### config.mk
export PLATFORM = sky130hd
export DESIGN_NAME = tx_engine
export DESIGN_NICKNAME = d
export VERILOG_FILES = /design/src/rtl/uart_pkg.sv /design/src/rtl/bit_timer.sv /design/src/rtl/tx_engine.sv
export SDC_FILE = /design/constraint.sdc
export NUM_CORES = 1
export LEC_CHECK = 0
export ABC_AREA = 1
export CORE_UTILIZATION = 25
export DETAILED_ROUTE_END_ITERATION = 10
export MAX_ROUTING_LAYER = met4
export SLEW_MARGIN = 20
export SYNTH_ARGS = -nofsm -noshare
export SYNTH_HDL_FRONTEND = slang
export SYNTH_SLANG_ARGS = --single-unit
### constraint.sdc
create_clock -name clk -period 2.75 [get_ports clk]
set_input_delay 0.825 -clock clk [delete_from_list [all_inputs] [get_ports clk]]
set_output_delay 0.825 -clock clk [all_outputs]
set_load 0.02 [all_outputs]
### src/rtl/uart_pkg.sv
// Shared UART definitions: frame geometry, bit-period width, transmitter
// FSM states and the parity helper also used by the receive side.
package uart_pkg;

    localparam int FRAME_BITS = 11;
    localparam int K_W        = 19;

    // Index of the stop/pad slot that closes a frame.
    localparam logic [3:0] LAST_BIT = 4'(FRAME_BITS - 1);

    typedef enum logic [1:0] {
        IDLE  = 2'd0,
        XFER  = 2'd1,
        SHIFT = 2'd2
    } tx_state_t;

    // Parity over the data bits actually on the line; odd parity inverts.
    function automatic logic parity_bit(input logic [7:0] data,
                                        input logic       eight,
                                        input logic       odd);
        logic p;
        p = eight ? (^data) : (^data[6:0]);
        return p ^ odd;
    endfunction

endpackage

### src/rtl/bit_timer.sv
// Bit-period down-counter. The period is captured on start; restart reloads
// the captured period without taking a new one. bit_done pulses for one
// cycle on the last cycle of each bit while counting is enabled.
module bit_timer
    import uart_pkg::*;
(
    input  logic           clk,
    input  logic           reset,
    input  logic           start,
    input  logic           restart,
    input  logic           en,
    input  logic [K_W-1:0] period,
    output logic           bit_done
);

    logic [K_W-1:0] per_q;
    logic [K_W-1:0] cnt_q;

    assign bit_done = en && (cnt_q == '0);

    // Capture period on start, count down while enabled, reload on each bit.
    always_ff @(posedge clk) begin
        // NOTE: state is written with <= so every register samples the values
        // from before the edge; = here would create order-dependent races.
        if (reset) begin
            per_q <= '0;
            cnt_q <= '0;
        end else if (start) begin
            per_q <= period;
            cnt_q <= period - K_W'(1);
        end else if (restart) begin
            cnt_q <= per_q - K_W'(1);
        end else if (en) begin
            cnt_q <= (cnt_q == '0) ? per_q - K_W'(1) : cnt_q - K_W'(1);
        end
    end

endmodule

### src/rtl/tx_engine.sv
// Double-buffered UART transmitter: 8-bit holding register feeding an 11-bit
// shift register, framed as start, 7/8 data bits LSB first, parity slot,
// stop, padded with 1s. Frame format and bit period are taken when a byte
// moves from holding to shifter.
// Optional build macro TX_BREAK_EN adds a BREAK input that forces the line
// low, blocks LOAD, freezes the FSM and restarts the current frame on release.
module tx_engine
    import uart_pkg::*;
(
    input  logic           clk,
    input  logic           reset,
`ifdef TX_BREAK_EN
    input  logic           BREAK,
`endif
    input  logic           LOAD,
    input  logic [7:0]     OUT_PORT,
    input  logic           EIGHT,
    input  logic           PEN,
    input  logic           OHEL,
    input  logic [K_W-1:0] K,
    output logic           TX,
    output logic           TXRDY
);

    tx_state_t             state_q, state_d;
    logic [7:0]            hold_q;
    logic                  hold_full_q;
    logic [FRAME_BITS-1:0] shift_q;
    logic [3:0]            bit_cnt_q;
    logic                  brk;
    logic                  load_acc;
    logic                  bit_done;
    logic                  last_bit;
    logic [K_W-1:0]        k_eff;

`ifdef TX_BREAK_EN
    logic [FRAME_BITS-1:0] frame_q;   // copy of the current frame for restart
    assign brk = BREAK;
`else
    assign brk = 1'b0;
`endif

    function automatic logic [FRAME_BITS-1:0] build_frame(input logic [7:0] data,
                                                          input logic       eight,
                                                          input logic       pen,
                                                          input logic       odd);
        logic par;
        par = pen ? parity_bit(data, eight, odd) : 1'b1;
        if (eight) return {1'b1, par, data, 1'b0};
        else       return {2'b11, par, data[6:0], 1'b0};
    endfunction

    assign TXRDY    = ~hold_full_q & ~brk;
    assign load_acc = LOAD & TXRDY;
    assign last_bit = (state_q == SHIFT) && bit_done && (bit_cnt_q == LAST_BIT);
    assign k_eff    = (K < K_W'(2)) ? K_W'(2) : K;
    assign TX       = brk ? 1'b0 : ((state_q == SHIFT) ? shift_q[0] : 1'b1);

    bit_timer u_bit_timer (
        .clk      (clk),
        .reset    (reset),
        .start    ((state_q == XFER) && !brk),
        .restart  (brk),
        .en       ((state_q == SHIFT) && !brk),
        .period   (k_eff),
        .bit_done (bit_done)
    );

    // State register.
    always_ff @(posedge clk) begin
        if (reset) state_q <= IDLE;
        else       state_q <= state_d;
    end

    // Next-state: start a transfer whenever the holding register has a byte.
    always_comb begin
        // NOTE: the default assignment first keeps every path assigned, so
        // no latch is inferred for state_d.
        state_d = state_q;
        if (!brk) begin
            case (state_q)
                IDLE:    if (hold_full_q || load_acc) state_d = XFER;
                XFER:    state_d = SHIFT;
                SHIFT:   if (last_bit) state_d = (hold_full_q || load_acc) ? XFER : IDLE;
                default: state_d = IDLE;
            endcase
        end
    end

    // Holding register, shifter and bit counter.
    always_ff @(posedge clk) begin
        // NOTE: the data registers are reset too, so the line and buffers
        // come up in a defined all-ones state rather than holding stale data.
        if (reset) begin
            hold_q      <= 8'hFF;
            hold_full_q <= 1'b0;
            shift_q     <= '1;
            bit_cnt_q   <= '0;
`ifdef TX_BREAK_EN
            frame_q     <= '1;
`endif
        end else begin
            if (load_acc) begin
                hold_q      <= OUT_PORT;
                hold_full_q <= 1'b1;
            end
            if (brk) begin
`ifdef TX_BREAK_EN
                if (state_q == SHIFT) shift_q <= frame_q;
`endif
                bit_cnt_q <= '0;
            end else begin
                case (state_q)
                    XFER: begin
                        shift_q     <= build_frame(hold_q, EIGHT, PEN, OHEL);
`ifdef TX_BREAK_EN
                        frame_q     <= build_frame(hold_q, EIGHT, PEN, OHEL);
`endif
                        hold_full_q <= 1'b0;
                        bit_cnt_q   <= '0;
                    end
                    SHIFT: begin
                        if (bit_done && (bit_cnt_q != LAST_BIT)) begin
                            shift_q   <= {1'b1, shift_q[FRAME_BITS-1:1]};
                            bit_cnt_q <= bit_cnt_q + 4'd1;
                        end
                    end
                    default: bit_cnt_q <= '0;
                endcase
            end
        end
    end

endmodule

# After elaboration in Yosys (flattened, before gate mapping)
# Index checks and enable logic that the tools add are counted.
op_classes:
  n_eq_ne: 7
  reduce_logical: 14
  order_cmp: 1
  bitwise_logic: 4
  muxes: 14
  addsub: 4
op_table:
  columns: ["op", "count"]
  rows:
  - ["$mux 19", 4]
  - ["$sub 19x1->19 const B", 3]
  - ["$pmux 11 s2", 1]
  - ["$logic_not 19->1", 1]
  - ["$lt 19x2->1 const B", 1]
  - ["$mux 11", 1]
  - ["$mux 10", 1]
  - ["$reduce_xor 8->1", 1]
  - ["$reduce_xor 7->1", 1]
  - ["$ne 2x2->1 const B", 3]
  - ["$pmux 2 s3", 1]
  - ["$add 4x1->4 const B", 1]
  - ["$eq 4x4->1 const B", 1]
  - ["$logic_and 1x1->1", 4]
  - ["$mux 1", 4]
  - ["$mux 2", 2]
  - ["$ne 4x4->1 const B", 1]
  - ["$reduce_and 2->1", 2]
  - ["$reduce_or 2->1", 2]
  - ["$eq 2x1->1 const B", 1]
  - ["$eq 2x2->1 const B", 1]
  - ["$logic_not 2->1", 1]
  - ["$not 1->1", 2]
  - ["$reduce_bool 2->1", 1]
  - ["other kinds (3)", 3]
totals:
  out_inout_bits: 2
  regBits: 64
  input_bits: 33
  elab_cells: 51

# Logic depth before layout (Yosys ltp)
logic_depth:
  word_depth: 6
  ltp_mapped: 17
  depth_no_buf: 16

# Cells and area by module
# A second synthesis with hierarchy kept.
hier_totals:
  cells_unflattened: 720
  hier_area_um2: 4570.6
modules_own_cells:
  columns: ["mod", "area_each_um2", "cells_each", "seq_area_each_um2", "instances"]
  rows:
  - ["bit_timer", 3128.0, 517, 760.7, 1]
  - ["tx_engine", 1442.6, 203, 500.5, 1]

# Worst setup path before layout
# No wires, ideal clock.
synth_timing:
  kind: "input to register"
  startpoint: "input K[12]"
  endpoint: "register u_bit_timer.cnt_q[14]"
  arrival_time_ns: 2.480
  setup_time_ns: 0.113
  cell_stages: 15
  t_required_ns: 2.637
  slack_ns: 0.157
  path_cell_list: "nor2_1 > nand2_1 > nor3_1 > nand3_1 > nand2_1 > nor2_1 > a21oi_1 > ha_1 > nand4_2 > and2b_4 > nand2_1 > nand2_1 > nand2_1 > o21ai_1 > inv_1"
synth_via:
  elab_chain_cells: 4
synth_lines:
  columns: ["element", "line_no", "text"]
  rows:
  - ["start: declaration", "tx_engine.sv:20", "input logic [K_W-1:0] K,"]
  - ["$lt 19x2->1", "tx_engine.sv:56", "assign k_eff = (K < K_W'(2)) ? K_W'(2) : K;"]
  - ["$mux 19 *", "tx_engine.sv:56", null]
  - ["$sub 19x1->19 *", "bit_timer.sv:30", "cnt_q <= period - K_W'(1);"]
  - ["$mux 19 *", "bit_timer.sv:28", "end else if (start) begin"]
  - ["end signal: assignment", "bit_timer.sv:30", null]
  - ["end signal: assignment", "bit_timer.sv:32", "cnt_q <= per_q - K_W'(1);"]
  - ["end signal: assignment", "bit_timer.sv:34", "cnt_q <= (cnt_q == '0) ? per_q - K_W'(1) : cnt_q - K_W'(1);"]
  - ["end: declaration", "bit_timer.sv:17", "logic [K_W-1:0] cnt_q;"]
# Every way passes the cells marked *; elsewhere a longest branch is shown, timed or not.
# A chain may end at the register's enable or synchronous reset.

# Final worst setup path
layout_timing:
  startpoint: "input K[7]"
  endpoint: "register u_bit_timer.cnt_q[14]"
# Same word-level chain as after synthesis.

==> out/results.tsv <==
stage	metric	value	unit
pwr	Power, Total	5668	uW
synthesis	Yosys top cell area share	0.3436	
detailed_routing	wirelength, routed	9894	um
synthesis	cell accounting for the most synthesized area	dfxtp_1	
finish	area grow syn2layout	29.72	%
outcome	status	finished, final reports clean	
place	Port Buffers	34	
detailed_routing	DR WL/cell	12.70	um
cts	later-pin clock latency in the skew report	0.33	ns
detailed_routing	Top Metal Used	met4	
worst_setup_path	Crit path largest cell delay	0.41	ns
detailed_routing	First-pass DRT Iterations	4	
cts	Inserted Clock Buffers	9	
global_routing	initial antenna violation count	0	
global_routing	GR Overflow Total	0	
cts	Root Buffer	clkbuf_16	
cts	cts-stage hold buffer count	0	
cts	clock buffer depth	2	
synthesis	Synth Flop Type	dfxtp_1	
worst_setup_path	critical path arrival	2.83	ns
floorplanning	core region area	14100	um2
finish	antenna cells	0	
synthesis	Netlist Area Pre-Place	3671	um2
timing	fin crit share	0.9449	
timing	hold slack	0.4580	ns
synthesis	most common library cells after synthesis	137 x nand2_1, 73 x inv_1, 63 x dfxtp_1, 46 x nor2_1, 32 x nand3_1	
pwr	power per standard cell area	1190	nW/um2
flow_run	Max-Cap Viols	0	
cts	CTS tree	yes	
worst_setup_path	Crit path required time	2.98	ns
worst_setup_path	crit-path cells	clkdlybuf4s50_1 -> nor2_1 -> and3_4 -> nand3_2 -> nand2_2 -> nor2_2 -> a21oi_2 -> ha_4 -> nand4_4 -> and2b_4 -> nand2_2 -> nand2_1 -> nand2_1 -> o21ai_1 -> inv_1	
timing	Period minus WS final	2.598	ns
global_routing	global-route wire length before repair	16820	um
floorplanning	IO Count	35	
detailed_routing	WL met3	373	um
synthesis	top-count cell post-synth	nand2_1	
global_routing	vias in the first global route	3365	
global_routing	largest net degree at the start of global routing	31	
timing	Max Slew Vio Count	0	
floorplanning	Die Width	123.2	um
timing	Worst Tran Pin Value	0.5178	ns
timing	count of final setup violators	0	
pwr	VDD IR-drop max	0.3800	mV
timing	Slew HR	0.6529	
synthesis	EDFF count, synth	0	
cts	number of H-tree levels	3	
worst_setup_path	Worst Path Max Fanout	4	
cts	clock sinks	63	
timing	Hold Fails Final Rpt	0	
finish	layout cells sized above 1	0.1753	
detailed_routing	ANT nets after route	0	
synthesis	asr flop ratio synth	0	
timing	Fmax	0.3849	GHz
finish	final core occ	0.3378	
synthesis	flops & latches, synth	63	
finish	Post-layout nets	634	
floorplanning	DIE HEIGHT	123.2	um
worst_setup_path	CP startpoint kind	input port	
place	gpl congestion	0.8384	
min_path	Hold WC Path Type	register to register	
floorplanning	num rows	43	
global_routing	GR Util All Layers	0.1484	
detailed_routing	vias	3524	
cts	Reg clk slew, reported paths	0.05	ns
synthesis	warnings from Yosys	0	
timing	slack of the critical path	0.1517	ns
detailed_routing	# DRC	0	
place	dpl ws	-0.5392	ns
detailed_routing	metal1 wirelength	5045	um
synthesis	Syn Nets	581	
synthesis	register area share after synthesis	0.3436	
synthesis	Synth area leaders	dfxtp_1 34%, nand2_1 14%, inv_1 7.5%	
floorplanning	DIE AREA	15170	um2
worst_setup_path	kind of critical path	input port to register	
detailed_routing	via density per instance	4.524	
synthesis	post-synthesis area per instance	6.786	um2
floorplanning	initial core utilization	0.2604	
worst_setup_path	endpoint class of the critical path	register	
timing	skew final	0.008314	ns
pwr	leakage	0.002262	uW
detailed_routing	WL met2	4300	um
detailed_routing	drt initial violations	126	
synthesis	Syn Inst Count	541	
synthesis	Distinct cells, synth	41	
worst_setup_path	slowest stage cell, crit path	clkdlybuf4s50_1	
place	dpl hpwl	7283	um
finish	Fillers	1534	
==> cells by family (layout without fill, tap and decap cells) <==
kind of cell | Yosys count | in the layout | share of synthesized area
and+or+nand+nor | 267 | 267 | 0.3436
buffers and inverters | 98 | 156 | 0.1087
AOI/OAI and AO/OA | 92 | 92 | 0.1469
DFF | 63 | 63 | 0.3436
xor gates and xnor gates | 14 | 14 | 0.03340
adders and majority gates | 7 | 7 | 0.02386
==> layout make-up <==
cell class	count	area, um2	area share
Multi-Input combinational cell	380	2081	0.4369
Sequential cell	63	1261	0.2648
Timing Repair Buffer	66	595.6	0.1251
Inverter	74	277.8	0.05833
Clock buffer	9	225.2	0.04729
Tap cell	180	225.2	0.04729
Clock inverter	7	96.34	0.02023
==> critical path, delay by kind of cell <==
family | cells | cell delay (ns)
buffers and inverters | 2 | 0.45
AND/OR/NAND/NOR | 10 | 1.08
AO/OA/AOI/OAI | 2 | 0.28
adder cells (fa/ha/maj) | 1 | 0.17
==> state kept, by name, indices dropped and copies added (netlist names) <==
signal,flops
bit_cnt_q,4
hold_full_q,1
hold_q,8
shift_q,10
state_q,2
u_bit_timer.cnt_q,19
u_bit_timer.per_q,19
==> worst paths after layout <==
check	start	to	cells past startpoint	slack (ns)
setup / recovery	K[7]	u_bit_timer.cnt_q[14]	15	0.15
hold / removal	u_bit_timer.per_q[17]	u_bit_timer.per_q[17]	2	0.46
setup reg to reg	u_bit_timer.cnt_q[0]	u_bit_timer.cnt_q[8]	15	0.34
hold reg to reg	u_bit_timer.per_q[17]	u_bit_timer.per_q[17]	2	0.46
==> repair_timing <==
item / CTS / global route
setup buffers: 1 / 1
pin swaps: 11 / 12
gates resized for setup: 12 / 19
endpoints found under the setup margin: 7 / 12
==> power breakdown <==
part | leakage, uW | internal (uW) | total (uW) | switching, uW
sequential | 0.000519 | 1180 | 1310 | 128
clock | 0.000160 | 796 | 1230 | 438
combinational | 0.00158 | 1150 | 3120 | 1970
total | 0.00226 | 3130 | 5670 | 2540
==> cells in the final DEF, fill, tap and decap left out, types with 6 or more instances in the layout <==
cell / n
nand2_2: 14
nand3_1: 31
nor2_2: 14
o21ai_0: 24
dfxtp_1: 63
dlymetal6s2s_1: 8
ha_1: 6
nor2_1: 40
nor2_4: 7
nand2_1: 133
o21ai_1: 7
clkbuf_16: 9
xor2_1: 10
o22ai_1: 11
a21oi_1: 28
o211ai_1: 8
clkdlybuf4s50_1: 22
buf_4: 32
inv_1: 72
nand4_1: 13
==> stage by stage <==
step / cells / TNS (ns) / cell area (um2)
global placement: 761 / -5.995 / 4340
detailed placement: 761 / -5.115 / 4340
finish: 779 / 0 / 4762
CTS: 778 / 0 / 4697
floorplan: 541 / 0 / 3671
global route: 779 / -0.004594 / 4762
==> layer usage <==
metal | track usage | vias to the layer above
li1 | - | 1844
met1 | 0.2014 | 1608
met2 | 0.2203 | 58
met3 | 0.02122 | 14
met4 | 0.06024 | 0
met5 | - | -
Power figures use the tool's default switching activity.
